## src/rtl/upower_multicycle_ctrl_if.sv

```systemverilog
// Control-side bundle between the uPower multicycle controller and its datapath/memory port.
// Memory handshake: mem_req is held high until a cycle where mem_ack is also high; that cycle completes the request.
interface upower_multicycle_ctrl_if;
    logic       run;
    logic [5:0] po;
    logic [1:0] xods;
    logic       lk;
    logic       cond_true;
    logic       mem_ack;
    logic [2:0] state;
    logic       mem_req;
    logic       mem_we;
    logic       mem_addr_sel;
    logic       ir_write;
    logic       alu_src_imm;
    logic [1:0] alu_sel;
    logic       reg_write;
    logic       rf_wsel;
    logic       lr_write;
    logic       pc_write;
    logic [1:0] pc_src;
    logic       retired;
    logic       illegal;

    modport master (
        input  run, po, xods, lk, cond_true, mem_ack,
        output state, mem_req, mem_we, mem_addr_sel, ir_write, alu_src_imm, alu_sel,
               reg_write, rf_wsel, lr_write, pc_write, pc_src, retired, illegal
    );

    modport slave (
        output run, po, xods, lk, cond_true, mem_ack,
        input  state, mem_req, mem_we, mem_addr_sel, ir_write, alu_src_imm, alu_sel,
               reg_write, rf_wsel, lr_write, pc_write, pc_src, retired, illegal
    );
endinterface

```

## src/rtl/upower_multicycle_ctrl.sv

```systemverilog
// Multi-cycle fetch/decode/exec/mem/writeback sequencer for the uPower core over a shared memory port.
// The instruction class is latched in DECODE so every later-stage output is decoded from state plus that class.
module upower_multicycle_ctrl (
    input  logic                            clk,
    input  logic                            rst,
    upower_multicycle_ctrl_if.master        bus
);

    typedef enum logic [2:0] {
        S_FETCH  = 3'd0,
        S_DECODE = 3'd1,
        S_EXEC   = 3'd2,
        S_MEM    = 3'd3,
        S_WB     = 3'd4,
        S_HALT   = 3'd5
    } state_t;

    typedef enum logic [2:0] {
        C_ALUR, C_ADDI, C_LOGI, C_LOAD, C_STORE, C_BC, C_B, C_ILL
    } cls_t;

    function automatic cls_t classify(input logic [5:0] po, input logic [1:0] xods);
        cls_t c;
        case (po)
            6'd31:                      c = C_ALUR;
            6'd14, 6'd15:               c = C_ADDI;
            6'd24, 6'd26, 6'd28:        c = C_LOGI;
            6'd32, 6'd34, 6'd40, 6'd42: c = C_LOAD;
            6'd58:                      c = (xods == 2'd0) ? C_LOAD : C_ILL;
            6'd36, 6'd37, 6'd38, 6'd44: c = C_STORE;
            6'd62:                      c = (xods == 2'd0) ? C_STORE : C_ILL;
            6'd19:                      c = C_BC;
            6'd18:                      c = C_B;
            default:                    c = C_ILL;
        endcase
        return c;
    endfunction

    state_t state_q, state_d;
    cls_t   cls_q, dec_cls;
    logic   pending_q;
    logic   illegal_q;

    logic       mem_req, mem_we, mem_addr_sel, ir_write, alu_src_imm;
    logic [1:0] alu_sel, pc_src;
    logic       reg_write, rf_wsel, lr_write, pc_write, retired;
    logic       ack;

    always_ff @(posedge clk) begin
        if (rst) begin
            state_q   <= S_FETCH;
            cls_q     <= C_ILL;
            pending_q <= 1'b0;
            illegal_q <= 1'b0;
        end else begin
            state_q   <= state_d;
            if (state_q == S_DECODE) cls_q <= dec_cls;
            // Once a fetch request is out, run no longer matters until it is acknowledged.
            pending_q <= (state_q == S_FETCH) && mem_req && !bus.mem_ack;
            if (state_d == S_HALT) illegal_q <= 1'b1;
        end
    end

    always_comb begin
        state_d      = state_q;
        mem_req      = 1'b0;
        mem_we       = 1'b0;
        mem_addr_sel = 1'b0;
        ir_write     = 1'b0;
        alu_src_imm  = 1'b0;
        alu_sel      = 2'd0;
        reg_write    = 1'b0;
        rf_wsel      = 1'b0;
        lr_write     = 1'b0;
        pc_write     = 1'b0;
        pc_src       = 2'd0;
        retired      = 1'b0;
        dec_cls      = classify(bus.po, bus.xods);
        // A reset edge in progress swallows any acknowledge so nothing retires on it.
        ack          = bus.mem_ack && !rst;

        // ALU selects stay constant from EXEC through WB for combinational recompute.
        if (state_q == S_EXEC || state_q == S_MEM || state_q == S_WB) begin
            case (cls_q)
                C_ALUR:          alu_sel = 2'd1;
                C_ADDI:          alu_src_imm = 1'b1;
                C_LOGI: begin
                    alu_src_imm = 1'b1;
                    alu_sel     = 2'd2;
                end
                C_LOAD, C_STORE: alu_src_imm = 1'b1;
                default: ;
            endcase
        end

        case (state_q)
            S_FETCH: begin
                mem_req = (bus.run || pending_q) && !rst;
                if (mem_req && ack) begin
                    ir_write = 1'b1;
                    state_d  = S_DECODE;
                end
            end
            S_DECODE: begin
                state_d = (dec_cls == C_ILL) ? S_HALT : S_EXEC;
            end
            S_EXEC: begin
                case (cls_q)
                    C_LOAD, C_STORE: state_d = S_MEM;
                    C_BC: begin
                        pc_write = 1'b1;
                        pc_src   = bus.cond_true ? 2'd1 : 2'd0;
                        lr_write = bus.lk;
                        retired  = 1'b1;
                        state_d  = S_FETCH;
                    end
                    C_B: begin
                        pc_write = 1'b1;
                        pc_src   = 2'd2;
                        lr_write = bus.lk;
                        retired  = 1'b1;
                        state_d  = S_FETCH;
                    end
                    default: state_d = S_WB;
                endcase
            end
            S_MEM: begin
                mem_req      = 1'b1;
                mem_addr_sel = 1'b1;
                mem_we       = (cls_q == C_STORE);
                if (ack) begin
                    if (cls_q == C_STORE) begin
                        pc_write = 1'b1;
                        retired  = 1'b1;
                        state_d  = S_FETCH;
                    end else begin
                        state_d  = S_WB;
                    end
                end
            end
            S_WB: begin
                reg_write = 1'b1;
                rf_wsel   = (cls_q == C_LOAD);
                pc_write  = 1'b1;
                retired   = 1'b1;
                state_d   = S_FETCH;
            end
            S_HALT: state_d = S_HALT;
            default: state_d = S_FETCH;
        endcase
    end

    assign bus.state        = state_q;
    assign bus.mem_req      = mem_req;
    assign bus.mem_we       = mem_we;
    assign bus.mem_addr_sel = mem_addr_sel;
    assign bus.ir_write     = ir_write;
    assign bus.alu_src_imm  = alu_src_imm;
    assign bus.alu_sel      = alu_sel;
    assign bus.reg_write    = reg_write;
    assign bus.rf_wsel      = rf_wsel;
    assign bus.lr_write     = lr_write;
    assign bus.pc_write     = pc_write;
    assign bus.pc_src       = pc_src;
    assign bus.retired      = retired;
    assign bus.illegal      = illegal_q;

endmodule

```

## src/flat_wrapper.sv

```systemverilog
// flat-port wrapper written by rule: the top's interface ports become plain ports
module upower_multicycle_ctrl_flat 
  (clk, rst, bus_run, bus_po, bus_xods, bus_lk, bus_cond_true, bus_mem_ack, bus_state, bus_mem_req, bus_mem_we, bus_mem_addr_sel, bus_ir_write, bus_alu_src_imm, bus_alu_sel, bus_reg_write, bus_rf_wsel, bus_lr_write, bus_pc_write, bus_pc_src, bus_retired, bus_illegal);
  upower_multicycle_ctrl_if bus_i ();
  input  logic clk;
  input  logic rst;
  input wire logic [$bits(bus_i.run)-1:0] bus_run;
  input wire logic [$bits(bus_i.po)-1:0] bus_po;
  input wire logic [$bits(bus_i.xods)-1:0] bus_xods;
  input wire logic [$bits(bus_i.lk)-1:0] bus_lk;
  input wire logic [$bits(bus_i.cond_true)-1:0] bus_cond_true;
  input wire logic [$bits(bus_i.mem_ack)-1:0] bus_mem_ack;
  output wire logic [$bits(bus_i.state)-1:0] bus_state;
  output wire logic [$bits(bus_i.mem_req)-1:0] bus_mem_req;
  output wire logic [$bits(bus_i.mem_we)-1:0] bus_mem_we;
  output wire logic [$bits(bus_i.mem_addr_sel)-1:0] bus_mem_addr_sel;
  output wire logic [$bits(bus_i.ir_write)-1:0] bus_ir_write;
  output wire logic [$bits(bus_i.alu_src_imm)-1:0] bus_alu_src_imm;
  output wire logic [$bits(bus_i.alu_sel)-1:0] bus_alu_sel;
  output wire logic [$bits(bus_i.reg_write)-1:0] bus_reg_write;
  output wire logic [$bits(bus_i.rf_wsel)-1:0] bus_rf_wsel;
  output wire logic [$bits(bus_i.lr_write)-1:0] bus_lr_write;
  output wire logic [$bits(bus_i.pc_write)-1:0] bus_pc_write;
  output wire logic [$bits(bus_i.pc_src)-1:0] bus_pc_src;
  output wire logic [$bits(bus_i.retired)-1:0] bus_retired;
  output wire logic [$bits(bus_i.illegal)-1:0] bus_illegal;
  assign bus_i.run = bus_run;
  assign bus_i.po = bus_po;
  assign bus_i.xods = bus_xods;
  assign bus_i.lk = bus_lk;
  assign bus_i.cond_true = bus_cond_true;
  assign bus_i.mem_ack = bus_mem_ack;
  assign bus_state = bus_i.state;
  assign bus_mem_req = bus_i.mem_req;
  assign bus_mem_we = bus_i.mem_we;
  assign bus_mem_addr_sel = bus_i.mem_addr_sel;
  assign bus_ir_write = bus_i.ir_write;
  assign bus_alu_src_imm = bus_i.alu_src_imm;
  assign bus_alu_sel = bus_i.alu_sel;
  assign bus_reg_write = bus_i.reg_write;
  assign bus_rf_wsel = bus_i.rf_wsel;
  assign bus_lr_write = bus_i.lr_write;
  assign bus_pc_write = bus_i.pc_write;
  assign bus_pc_src = bus_i.pc_src;
  assign bus_retired = bus_i.retired;
  assign bus_illegal = bus_i.illegal;
  upower_multicycle_ctrl u_core (.clk(clk), .rst(rst), .bus(bus_i));
endmodule
```

## config.mk

```make
export PLATFORM = sky130hd
export DESIGN_NAME = upower_multicycle_ctrl_flat
export DESIGN_NICKNAME = d
export VERILOG_FILES = /design/src/rtl/upower_multicycle_ctrl_if.sv /design/src/rtl/upower_multicycle_ctrl.sv /design/src/flat_wrapper.sv
export SDC_FILE = /design/constraint.sdc
export NUM_CORES = 1
export LEC_CHECK = 0
export BUFFER_PORTS_ARGS = -buffer_cell sky130_fd_sc_hd__buf_2
export CORE_ASPECT_RATIO = 1.2
export CORE_UTILIZATION = 43
export DETAILED_ROUTE_END_ITERATION = 10
export PLACE_DENSITY = 0.85
export SLEW_MARGIN = 20
export SYNTH_ARGS = -nofsm -noshare
export SYNTH_HDL_FRONTEND = slang
export SYNTH_SLANG_ARGS = --single-unit
```

## constraint.sdc

```tcl
create_clock -name clk -period 1.55 [get_ports clk]
set_input_delay 0.155 -clock clk [delete_from_list [all_inputs] [get_ports clk]]
set_output_delay 0.155 -clock clk [all_outputs]
set_load 0.02 [all_outputs]
```

Word level (Yosys, flattened, before mapping)
Cells that the tools add are included.
{"block": "word_totals", "reg_bits": 8, "in_bits": 14, "output_inout_bits": 18, "wordCells": 84}
{"block": "classes", "n_eq_ne": 31, "muxes": 29, "reduce_logical": 20}
{"op": "equality test 6 bit (second input constant)", "count": 10}
{"op": "equality test 6 x 5 -> 1 bit (second input constant)", "count": 6}
{"op": "case mux 3 bit (9 select lines)", "count": 1}
{"op": "equality test 3 bit (second input constant)", "count": 7}
{"op": "2-to-1 mux 3 bit", "count": 5}
{"op": "case mux 3 bit (5 select lines)", "count": 1}
{"op": "2-to-1 mux 1 bit", "count": 14}
{"op": "equality test 3 x 2 -> 1 bit (second input constant)", "count": 4}
{"op": "equality test 6 x 4 -> 1 bit (second input constant)", "count": 2}
{"op": "OR reduction 4 bit", "count": 3}
{"op": "case mux 2 bit (2 select lines)", "count": 2}
{"op": "equality test 3 x 1 -> 1 bit (second input constant)", "count": 2}
{"op": "logical NOT 3 bit", "count": 2}
{"op": "2-to-1 mux 2 bit", "count": 3}
{"op": "case mux 3 bit (2 select lines)", "count": 1}
{"op": "OR reduction 2 bit", "count": 3}
{"op": "logical AND 1 bit", "count": 5}
{"op": "logical OR 1 bit", "count": 3}
{"op": "case mux 1 bit (3 select lines)", "count": 1}
{"op": "OR reduction 3 bit", "count": 1}
{"op": "logical NOT 1 bit", "count": 2}
{"op": "logical NOT 2 bit", "count": 1}
{"op": "case mux 1 bit (2 select lines)", "count": 1}

Logic depth before layout (Yosys ltp)
Gate-level depths: netlist (run 1).
{"block": "logic_depth", "depth_word": 7, "depth_mapped": 6, "mapped_depth_nobuf": 5}

Worst setup path after synthesis (run 1)
No wires, ideal clock.
{"block": "synth_path", "path_type": "register to output", "from": "reg u_core.state_q[2], in the netlist u_core.bus.state[2]", "to": "out bus_alu_sel[1]", "arrival_ns": 2.137, "required_time_ns": 1.395, "slack_ns": -0.742, "stages_incl_launch_ff": 4, "n_path_buf": 0, "cell_sequence": "dfxtp_1 nor3b_1 nor2_1 nor4b_1"}
{"block": "synth_via", "elab_chain_len": 4, "elab_cells_between_ends": 6, "cone_classes": "3 x eq/ne; 1 x mux; 2 x reduce/logical"}
{"element": "start, declared", "line_no": "upower_multicycle_ctrl.sv:39", "rtl": "state_t state_q, state_d;"}
{"element": "start signal, assigned", "line_no": "upower_multicycle_ctrl.sv:56", "rtl": "state_q <= state_d;"}
{"element": "equality test 3 x 2 -> 1 bit", "line_no": "upower_multicycle_ctrl.sv:83", "rtl": "if (state_q == S_EXEC || state_q == S_MEM || state_q == S_WB) begin"}
{"element": "logical OR 1 bit", "line_no": "upower_multicycle_ctrl.sv:83"}
{"element": "logical OR 1 bit (*)", "line_no": "upower_multicycle_ctrl.sv:83"}
{"element": "2-to-1 mux 2 bit (*)", "line_no": "upower_multicycle_ctrl.sv:83"}
{"element": "end, declared", "line_no": "flat_wrapper.sv:19", "rtl": "output wire logic [$bits(bus_i.alu_sel)-1:0] bus_alu_sel;"}
Every way passes the cells marked *; elsewhere a longest branch is shown, timed or not.

Worst setup path after layout (run 1)
{"block": "layout_path", "from": "reg u_core.state_q[0], in the netlist u_core.bus.state[0]", "to": "out bus_retired"}
{"block": "layout_via", "elab_chain_len": 2, "elab_cells_between_ends": 4, "cone_classes": "3 x eq/ne; 1 x mux"}
{"element": "equality test 3 bit or equality test 3 x 2 -> 1 bit (tied branches)", "line_no": "upower_multicycle_ctrl.sv:96", "rtl": "case (state_q)"}
{"element": "case mux 1 bit (3 select lines) (*)", "line_no": "upower_multicycle_ctrl.sv:96"}
{"element": "end, declared", "line_no": "flat_wrapper.sv:25", "rtl": "output wire logic [$bits(bus_i.retired)-1:0] bus_retired;"}
Marked as above.

==> results of run 1 <==
-- worst reg2reg max path, delay by kind of cell, from the launching register on --
family | cells | cell delay (ns)
AND/OR/NAND/NOR | 2 | 0.89
flip-flops | 1 | 0.37
AO/OA/AOI/OAI | 1 | 0.18
-- path summary, 6_finish.rpt --
| path | startpoint | to | cells past startpoint |
|---|---|---|---|
| setup / recovery | u_core.bus.state[0]$_SDFF_PP0_ | bus_retired | 6 |
| setup reg to reg | u_core.bus.state[1]$_SDFF_PP0_ | u_core.bus.state[0]$_SDFF_PP0_ | 3 |
| hold reg to reg | u_core.bus.illegal$_SDFFE_PP0N_ | u_core.bus.illegal$_SDFFE_PP0N_ | 2 |
| hold / removal | bus_mem_ack | u_core.pending_q$_SDFF_PP0_ | 2 |
-- state kept, by name, indices dropped and copies added (netlist names) --
signal and count:
u_core.bus.illegal 1, u_core.bus.state 3, u_core.cls_q 3, u_core.pending_q 1
-- timing repair --
| action | in CTS | in global routing |
|---|---|---|
| setup buffers | 3 | 0 |
| pin swaps | 3 | 2 |
| gates resized for setup | 16 | 12 |
| hold buffers | 0 | 0 |
| cloned | 0 | 0 |
| endpoints found under the setup margin | 9 | 10 |
-- per-stage QoR --
step	hold WS [ns]	setup TNS [ns]	setup WS (ns)	cells
global placement	0.353	0	0.0170	161
global route	0.0758	-0.481	-0.119	167
detailed placement	0.355	-0.0513	-0.0378	161
finish	0.0877	-0.00627	-0.00333	167
CTS	0.0751	-0.0315	-0.0193	167
floorplan	0.227	-0.175	-0.125	112
-- kinds of logic (layout without fill, tap and decap cells) --
kind of cell	after synthesis	after routing
compound gates	27	27
simple gates	59	59
xor+xnor	3	3
mux	2	2
buf+inv	13	49
flops	8	8
-- cells in the mapped netlist (2+ instances only) --
cell type / number / area (sq um)
a31oi_1: 4 / 25.0
buf_4: 2 / 15.0
nor2_1: 12 / 45.0
buf_6: 2 / 22.5
dfxtp_1: 8 / 160
a21oi_1: 2 / 10.0
o211ai_1: 3 / 22.5
and2_1: 2 / 12.5
clkbuf_1: 4 / 15.0
nand4b_1: 2 / 17.5
o32a_1: 2 / 20.0
nor4bb_1: 2 / 20.0
mux2i_1: 2 / 20.0
nor2b_1: 4 / 25.0
o21ai_0: 6 / 30.0
xor2_1: 2 / 17.5
and2b_1: 2 / 15.0
nor4b_1: 2 / 17.5
nand3_1: 2 / 10.0
nand2b_1: 2 / 12.5
nand2_1: 10 / 37.5
inv_1: 3 / 11.3
o21bai_1: 3 / 22.5
nor3_1: 3 / 15.0
nor4_1: 3 / 18.8
-- power groups by stage --
stage | registers, mW | clock network [mW] | logic [mW]
after floorplan | 0.234 | 0 | 0.131
after global placement | 0.228 | 0 | 0.177
after detailed placement | 0.229 | 0 | 0.183
after CTS | 0.226 | 0.169 | 0.198
after global routing | 0.225 | 0.186 | 0.224
final | 0.224 | 0.163 | 0.206
-- layer usage --
metal / share of wire / global-route usage / routed length, um
met5: 0 / 0 / 0
met3: 0.033 / 0.0252 / 71
met1: 0.42 / 0.233 / 912
met4: 0.013 / 0.167 / 27
met2: 0.53 / 0.403 / 1140
-- area by class of cell --
cell class / instances / area (sq um) / area share
multi-input cells: 91 / 672 / 0.566
repair buffers: 43 / 283 / 0.238
flip-flops and latches: 8 / 174 / 0.147
well taps: 19 / 23.8 / 0.0200
clock buffers: 3 / 22.5 / 0.0190
inverters: 3 / 11.3 / 0.00949
==> summary.txt, run 1 <==
Power
  • Sw frac: 0.330
  • P_int: 0.397 mW
  • Max rail drop VDD: 0.234 mV
  • Comb power frac: 0.347
  • Reg power frac: 0.377
  • Switching pwr: ~0.2 mW
  • Clock power share: 0.275
  • P per Cell Area: 500 mW/mm^2
  • Leak pwr: just over 0.5 nW
  • Final Total Pwr: 0.593 mW

Worst setup path
  • WP buf/inv: 2
  • R2R Setup Slk: 0.02 ns
  • Worst EP arrival: 1.40 ns
  • Crit path kind: reg2out
  • Crit path max fanout: 5
  • CP required: 1.39 ns
  • Critical Path Sink Type: primary output
  • Most common cell on crit path: buf_6
  • CP max stage cell: dfxtp_2
  • Max stage delay on crit path: 0.34 ns
  • CP Cell Sequence: buf_6 > nand3b_1 > mux2i_1 > o21ai_1 > o21bai_2 > buf_6
  • Crit path max-delay family: flip-flops
  • Critical path launch point type: register

Die
  • Die Span X: between 40 and 50 um
  • Core ar.: ~0.0019 sq mm
  • # rows: 17
  • DIE AREA: 0.00215 sq mm
  • Starting density of the core: 0.458
  • Die height: 50.6 um
  • I/O pin count: 32

Hold path
  • Hold/Removal Path Class: in2reg

Synth
  • Post-synthesis mux area share: 0.0236
  • Yosys warns: 0
  • Largest family of logic cells by synthesized area: simple AND/OR/NAND/NOR gates
  • Xor-xnor portion of the synthesized cell area: 0.0310
  • Async set-reset flop share out of synthesis: 0
  • Post-synthesis simple-gate area fraction: 0.422
  • Prevailing post-synth register cell: dfxtp_1
  • Post-synth EDFFs: 0
  • Mapped Area: 847 sq um
  • Register area share after synthesis: 0.189
  • Synth Area in Adders: 0
  • Compound-gate portion of the synthesized area: 0.226
  • Yosys reg bits: 8
  • Syn Area/Cell: 7.56 sq um
  • Netlist cell types: 48
  • Syn Inst Count: 112
  • Syn Nets: 126

Final layout
  • Most common cell after layout, fill and taps aside: buf_2
  • Fillers: 157
  • Diode count: 0
  • Most frequent cells in the layout: buf_2, buf_4, nor2_1, nand2_1, buf_6
  • Area grow syn2layout: 40.0%
  • Core Util, Final: 0.641
  • Share of layout cells above drive strength 1: 0.480
  • Fin area: 0.00119 sq mm
  • Nets: between 150 and 200

GRT
  • First-pass GRT wire length: 3680 um
  • Vias in the first global route: between 900 and 1000
  • Total track usage: 0.224
  • Gr ovfl total: 0
  • Antenna violations before repair: 0
  • Pin count of the biggest net entering global routing: 12

Run status
  • Failing checks: negative setup slack
  • Status: complete, but fails checks

STA
  • Final Skew: 0.00928 ns
  • Slew HR: 0.775
  • Final period util: 1.00
  • Worst-Margin Slew: 0.333 ns
  • FMAX: 644 MHz
  • Min Tclk post-route: ~1.6 ns
  • # setup viols final: 2
  • Final Max Tran Viols: 0
  • Setup slack after layout: -0.00333 ns
  • Hold Fails Final Rpt: 0
  • RSZ-0062 raised after global routing: yes

Clock network
  • Worst-path clk slew: approximately 0.05 ns
  • CTS tree: done
  • H-tree Lvls: 1
  • Clock buffer depth: 2
  • Later-pin clock latency in the skew report: 0.26 ns
  • Cts bufs inserted: 3
  • CTS Sinks: 8
  • CTS root buffer: clkbuf_4

Routing
  • Final WL: around 2200 um
  • DRC Markers: 0
  • DR vias/cell: 5.75
  • WL per Instance: 12.9 um
  • Via count: 960
  • DR pass1 iterations: 4
  • Starting DRT DRC Count: 7
  • Antenna Nets Post-Route: 0

Run
  • Max-cap violations: 0

Placement
  • Buffers on Ports: 31
  • Placer Congestion: 0.832
  • DP Area: about 0.0011 sq mm
  • DP Wirelength: between 1500 and 2000 um
Power figures use the tool's default switching activity.
==> inputs of run 2 (changes only) <==
--- a/config.mk
+++ b/config.mk
@@ -10,7 +10,7 @@
 export CORE_UTILIZATION = 43
 export DETAILED_ROUTE_END_ITERATION = 10
 export PLACE_DENSITY = 0.85
-export SLEW_MARGIN = 20
+export SETUP_SLACK_MARGIN = 0.05
 export SYNTH_ARGS = -nofsm -noshare
 export SYNTH_HDL_FRONTEND = slang
 export SYNTH_SLANG_ARGS = --single-unit
==> run 2 against run 1 <==
The run still ends with negative setup slack left. Total power rose by 2.9%. Maximum frequency fell by 1.9%. Clock power barely moved. Sequential power barely moved. Clock skew fell by 0.0089 ns. Register-to-register slack improved by 0.04 ns. Clock-buffer cell count did not move. Cell count rose by 2.4%. Global-route usage rose by 2.5 points. Highest routed layer unchanged.
==> summary.txt, run 2 (synthesized netlist as in run 1, its figures left out) <==
STA
  • Worst-Margin Slew: 0.325 ns (-0.00743 ns)
  • Setup TNS: -0.104 ns (-0.0976 ns)
  • Final Skew: 0.000352 ns (-0.00892 ns)
  • Slew HR: 0.782 (+0.00702)
  • Final period util: 1.02 (+0.0193)
  • Setup slack after layout: -0.0332 ns (-0.0299 ns)
  • FMAX: 632 MHz (-1.9%)
  • RSZ-0062 raised after global routing: yes
  • Min Tclk post-route: 1.58 ns (+0.0299 ns)
  • # setup viols final: 5 (+3)
  • Final Max Tran Viols: 0 (unchanged)
  • Hold Fails Final Rpt: 0 (unchanged)
  • WHS: 0.0797 ns (-0.00804 ns)

Final layout
  • Nets: 168 (+2.4%)
  • Share of layout cells above drive strength 1: 0.526 (+0.0466)
  • Diode count: 0 (unchanged)
  • Most frequent cells in the layout: buf_2, buf_4, nand2_1, nor2_1, buf_6
  • Multi-input combinational cell area: 723 sq um (+7.6%)
  • Fillers: 154 (-1.9%)
  • Area grow syn2layout: 52.9%
  • Most common cell after layout, fill and taps aside: buf_2
  • Register area: 178 sq um (+2.2%)

Run status
  • Status: complete, but fails checks
  • Failing checks: negative setup slack

Die
  • Die Span X: 42.5 um (unchanged)
  • Core ar.: 0.00185 sq mm (unchanged)
  • I/O pin count: 32 (unchanged)
  • # rows: 17 (unchanged)
  • Starting density of the core: 0.458 (unchanged)
  • DIE AREA: 0.00215 sq mm (unchanged)
  • Die height: 50.6 um (unchanged)

Routing
  • Starting DRT DRC Count: 13 (+6)
  • DR pass1 iterations: 4 (unchanged)
  • Antenna Nets Post-Route: 0 (unchanged)
  • Via count: 1000 (+4.2%)
  • DR vias/cell: 5.85 (+1.7%)
  • DRC Markers: 0 (unchanged)
  • Final WL: 2390 um (+11%)
  • WL per Instance: 14.0 um (+8.3%)

Power
  • Final Total Pwr: 0.610 mW (+2.9%)
  • P per Cell Area: 471 mW/mm^2 (-5.7%)
  • Max rail drop VDD: 0.299 mV (+28%)
  • Leak pwr: 0.553 nW (+6.9%)

GRT
  • Gr ovfl total: 0 (unchanged)
  • Antenna violations before repair: 0 (unchanged)
  • Total track usage: 0.249 (+0.0248)
  • First-pass GRT wire length: 4060 um (+10%)
  • Vias in the first global route: 1000 (+11%)
  • Pin count of the biggest net entering global routing: 12 (unchanged)

Worst setup path
  • CP max stage cell: dfxtp_2
  • CP Cell Sequence: buf_6 > nand3b_1 > mux2i_1 > o21ai_2 > o21bai_4 > buf_6
  • CP required: 1.39 ns (about the same)
  • Worst reg2reg path startpoint: u_core.bus.state[1]$_SDFF_PP0_
  • Critical path launch point type: register
  • Most common cell on crit path: buf_6
  • Worst R2R Path Depth: 3 (unchanged)
  • Worst EP arrival: 1.43 ns (+0.03 ns)
  • Crit path kind: reg2out
  • Capturing point of the worst reg2reg path: u_core.bus.state[0]$_SDFF_PP0_
  • WP buf/inv: 2 (unchanged)
  • Critical Path Sink Type: primary output
  • Crit path max fanout: 4 (-1)
  • Max stage delay on crit path: 0.35 ns (about the same)
  • Crit path max-delay family: flip-flops
  • R2R Setup Slk: 0.06 ns (+0.04 ns)

Clock network
  • CTS root buffer: clkbuf_4
  • CTS tree: done
  • CTS Sinks: 8 (unchanged)
  • CTS Hold Buffers Added: 0 (unchanged)
  • Worst-path clk slew: 0.05 ns (about the same)
  • Cts bufs inserted: 3 (unchanged)
  • H-tree Lvls: 1 (unchanged)
  • Clock buffer depth: 2 (unchanged)
  • Later-pin clock latency in the skew report: 0.26 ns (about the same)

Hold path
  • Worst hold endpoint: u_core.pending_q$_SDFF_PP0_
  • Number of cells on the worst hold path: 2 (unchanged)
  • Hold/Removal Path Class: in2reg
  • Hold path startpoint: bus_mem_ack

Placement
  • Placer Congestion: 0.819 (-1.6%)
  • DP Wirelength: 1740 um (+12%)
  • Buffers on Ports: 31 (unchanged)

Run
  • Max-cap violations: 0 (unchanged)
## run 2: layout make-up
| cell class | instances | area share |
|---|---|---|
| multi-input combinational | 91 | 0.558 |
| timing repair buffer | 47 | 0.260 |
| sequential | 8 | 0.137 |
| tap | 19 | 0.0184 |
| clock buffer | 3 | 0.0174 |
| inverter | 3 | 0.00870 |
## run 2: what timing repair did
item,CTS,global route
resized for setup,28,16
setup buffers,3,4
setup endpoints to repair,11,15
pin swaps,3,3
## run 2: stage by stage
stage                     instances   util  cell area [sq um]  setup slack, ns
final                           171  0.700               1290          -0.0332
after global routing            171  0.700               1290           -0.106
after CTS                       167  0.656               1210          -0.0282
after detailed placement        161  0.588               1090          -0.0236
after global placement          161  0.588               1090           0.0122
after floorplan                 112      -                921          -0.0789
## run 2: how the worst max path moves through the flow
stage                     depth (start not counted)  slack [ns]                               to                            from
after global placement                            6        0.01  u_core.bus.illegal$_SDFFE_PP0N_                       bus_po[1]
after global routing                              6       -0.11                      bus_retired  u_core.bus.state[0]$_SDFF_PP0_
after floorplan                                   3       -0.08                   bus_alu_sel[0]  u_core.bus.state[2]$_SDFF_PP0_
final                                             6       -0.03                      bus_retired  u_core.bus.state[0]$_SDFF_PP0_
after detailed placement                          6       -0.02   u_core.bus.state[0]$_SDFF_PP0_                       bus_po[1]
after CTS                                         5       -0.03                   bus_alu_sel[1]  u_core.bus.state[0]$_SDFF_PP0_
## run 2: power breakdown
group          switching, mW  total (mW)  internal (mW)  leakage (nW)
clock network         0.0726       0.161         0.0887        0.0138
registers             0.0114       0.223          0.211        0.0664
logic                  0.122       0.227          0.104         0.473
## run 2: routing by layer
metal / up-vias / share of wire / GRT usage
met5: - / 0 / 0
li1: 491 / - / -
met1: 458 / 0.35 / 0.208
met2: 44 / 0.59 / 0.523
met4: 0 / 0.023 / 0.141
met3: 7 / 0.038 / 0.0360
==> inputs of run 3 (changes only) <==
--- a/config.mk
+++ b/config.mk
@@ -14,3 +14,4 @@
 export SYNTH_ARGS = -nofsm -noshare
 export SYNTH_HDL_FRONTEND = slang
 export SYNTH_SLANG_ARGS = --single-unit
+export TNS_END_PERCENT = 50
==> run 3 against run 2 <==
The run still ends with negative setup slack left. Routed wire length decreased by 2.1%. Setup slack improved by 0.018 ns. Flip-flop and latch count unchanged. Via count decreased by 2.7%. Global-route usage decreased by 1.4 points. Maximum frequency increased by 1.2%. Register-to-register slack about the same. Sequential power about the same. First-iteration DRC count increased by 23%. Largest power group is now registers.
==> summary.txt, run 3 (synthesized netlist as in run 1, its figures left out) <==
Clock network
  • CTS tree: done
  • H-tree Lvls: 1 (unchanged)
  • CTS Sinks: 8 (unchanged)
  • Worst-path clk slew: 0.05 ns (about the same)
  • Clock buffer depth: 2 (unchanged)
  • CTS root buffer: clkbuf_4
  • CTS Hold Buffers Added: 0 (unchanged)
  • Later-pin clock latency in the skew report: 0.25 ns (about the same)
  • Cts bufs inserted: 3 (unchanged)

Routing
  • DRC Markers: 0 (unchanged)
  • WL per Instance: 14.0 um (+0.25%)
  • Starting DRT DRC Count: 16 (+3)
  • Via count: 973 (-2.7%)
  • Antenna Nets Post-Route: 0 (unchanged)
  • DR pass1 iterations: 4 (unchanged)
  • Final WL: 2340 um (-2.1%)
  • DR vias/cell: 5.83 (-0.37%)

GRT
  • Vias in the first global route: 967 (-3.3%)
  • Gr ovfl total: 0 (unchanged)
  • Antenna violations before repair: 0 (unchanged)
  • Total track usage: 0.235 (-0.0140)
  • Pin count of the biggest net entering global routing: 12 (unchanged)
  • First-pass GRT wire length: 3840 um (-5.4%)

Power
  • Leak pwr: 0.536 nW (-3.1%)
  • Max rail drop VDD: 0.298 mV (-0.43%)
  • Final Total Pwr: 0.597 mW (-2.3%)
  • P per Cell Area: 483 mW/mm^2 (+2.5%)

Final layout
  • Area grow syn2layout: 45.8%
  • Diode count: 0 (unchanged)
  • Most frequent cells in the layout: buf_2, buf_4, nor2_1, nand2_1, buf_6
  • Nets: 164 (-2.4%)
  • Share of layout cells above drive strength 1: 0.493 (-0.0331)
  • Non-filler cells, final: 167 (-2.3%)
  • Core Util, Final: 0.667 (-0.0325)
  • Most common cell after layout, fill and taps aside: buf_2
  • Fin area: 0.00123 sq mm (-4.6%)

Die
  • Die height: 50.6 um (unchanged)
  • DIE AREA: 0.00215 sq mm (unchanged)
  • I/O pin count: 32 (unchanged)
  • # rows: 17 (unchanged)
  • Die Span X: 42.5 um (unchanged)
  • Starting density of the core: 0.458 (unchanged)
  • Core ar.: 0.00185 sq mm (unchanged)

STA
  • # setup viols final: 3 (-2)
  • Worst-Margin Slew: 0.328 ns (+0.00239 ns)
  • Hold Fails Final Rpt: 0 (unchanged)
  • Min Tclk post-route: 1.56 ns (-0.0182 ns)
  • Setup slack after layout: -0.0150 ns (+0.0182 ns)
  • RSZ-0062 raised after global routing: yes
  • Final Max Tran Viols: 0 (unchanged)
  • Final Skew: 0.000968 ns (+0.000616 ns)
  • Final period util: 1.01 (-0.0117)
  • Slew HR: 0.781 (-0.00160)
  • FMAX: 639 MHz (+1.2%)

Worst setup path
  • CP required: 1.39 ns (about the same)
  • Crit path kind: reg2out
  • Critical path launch point type: register
  • Critical Path Sink Type: primary output
  • Worst EP arrival: 1.41 ns (-0.02 ns)
  • Crit path max fanout: 5 (+1)

Placement
  • Placer Congestion: 0.819 (unchanged)
  • Buffers on Ports: 31 (unchanged)
  • DP Wirelength: 1740 um (unchanged)
  • DP Area: 0.00109 sq mm (unchanged)
  • Placed Cells: 161 (unchanged)

Hold path
  • Hold/Removal Path Class: in2reg

Run status
  • Status: complete, but fails checks
  • Failing checks: negative setup slack

Run
  • Max-cap violations: 0 (unchanged)
run 3: metal layers:
metal | wire, um | share of wire | GRT usage
met4 | 34 | 0.015 | 0.146
met3 | 76 | 0.032 | 0.0360
met5 | 0 | 0 | 0
met1 | 822 | 0.35 | 0.206
met2 | 1410 | 0.60 | 0.474
run 3: power breakdown:
part	total (mW)	internal [mW]	switching [mW]
logic	0.215	0.0977	0.117
clock network	0.159	0.0885	0.0702
registers	0.223	0.211	0.0116
run 3: path summary, 6_finish.rpt:
check	from	endpoint	slack, ns	cells after the start
hold reg to reg	u_core.bus.illegal$_SDFFE_PP0N_	u_core.bus.illegal$_SDFFE_PP0N_	0.47	2
hold / removal	bus_mem_ack	u_core.pending_q$_SDFF_PP0_	0.08	2
setup / recovery	u_core.bus.state[1]$_SDFF_PP0_	bus_alu_sel[1]	-0.01	5
setup reg to reg	u_core.bus.state[1]$_SDFF_PP0_	u_core.bus.state[0]$_SDFF_PP0_	0.06	3
run 3: final cells by class:
| class | instances | area (sq um) |
|---|---|---|
| multi-input combinational | 91 | 704 |
| timing repair buffer | 43 | 297 |
| clock buffer | 3 | 22.5 |
| sequential | 8 | 176 |
| inverter | 3 | 11.3 |
| fill | 166 | 616 |
| tap | 19 | 23.8 |
run 3: worst max-delay path, cell delays in order (launching register included):
cell	delay [ns]
dfxtp_4	0.38
nor2b_4	0.18
buf_4	0.16
nor2_4	0.06
nor4b_4	0.21
buf_4	0.18
run 3: through the flow:
| stage | setup slack (ns) | setup TNS [ns] | hold slack, ns |
|---|---|---|---|
| 2_1_floorplan | -0.0789 | -0.179 | 0.227 |
| 3_3_place_gp | 0.0122 | 0 | 0.344 |
| 3_5_place_dp | -0.0236 | -0.0355 | 0.350 |
| 4_1_cts | -0.0282 | -0.0345 | 0.0789 |
| 5_1_grt | -0.106 | -0.489 | 0.102 |
| 6_report | -0.0150 | -0.0410 | 0.0837 |
run 3: what timing repair did:
action,CTS,global route
buffers inserted,2,1
resized for setup,22,14
pin swaps,4,5
setup endpoints to repair,11,14
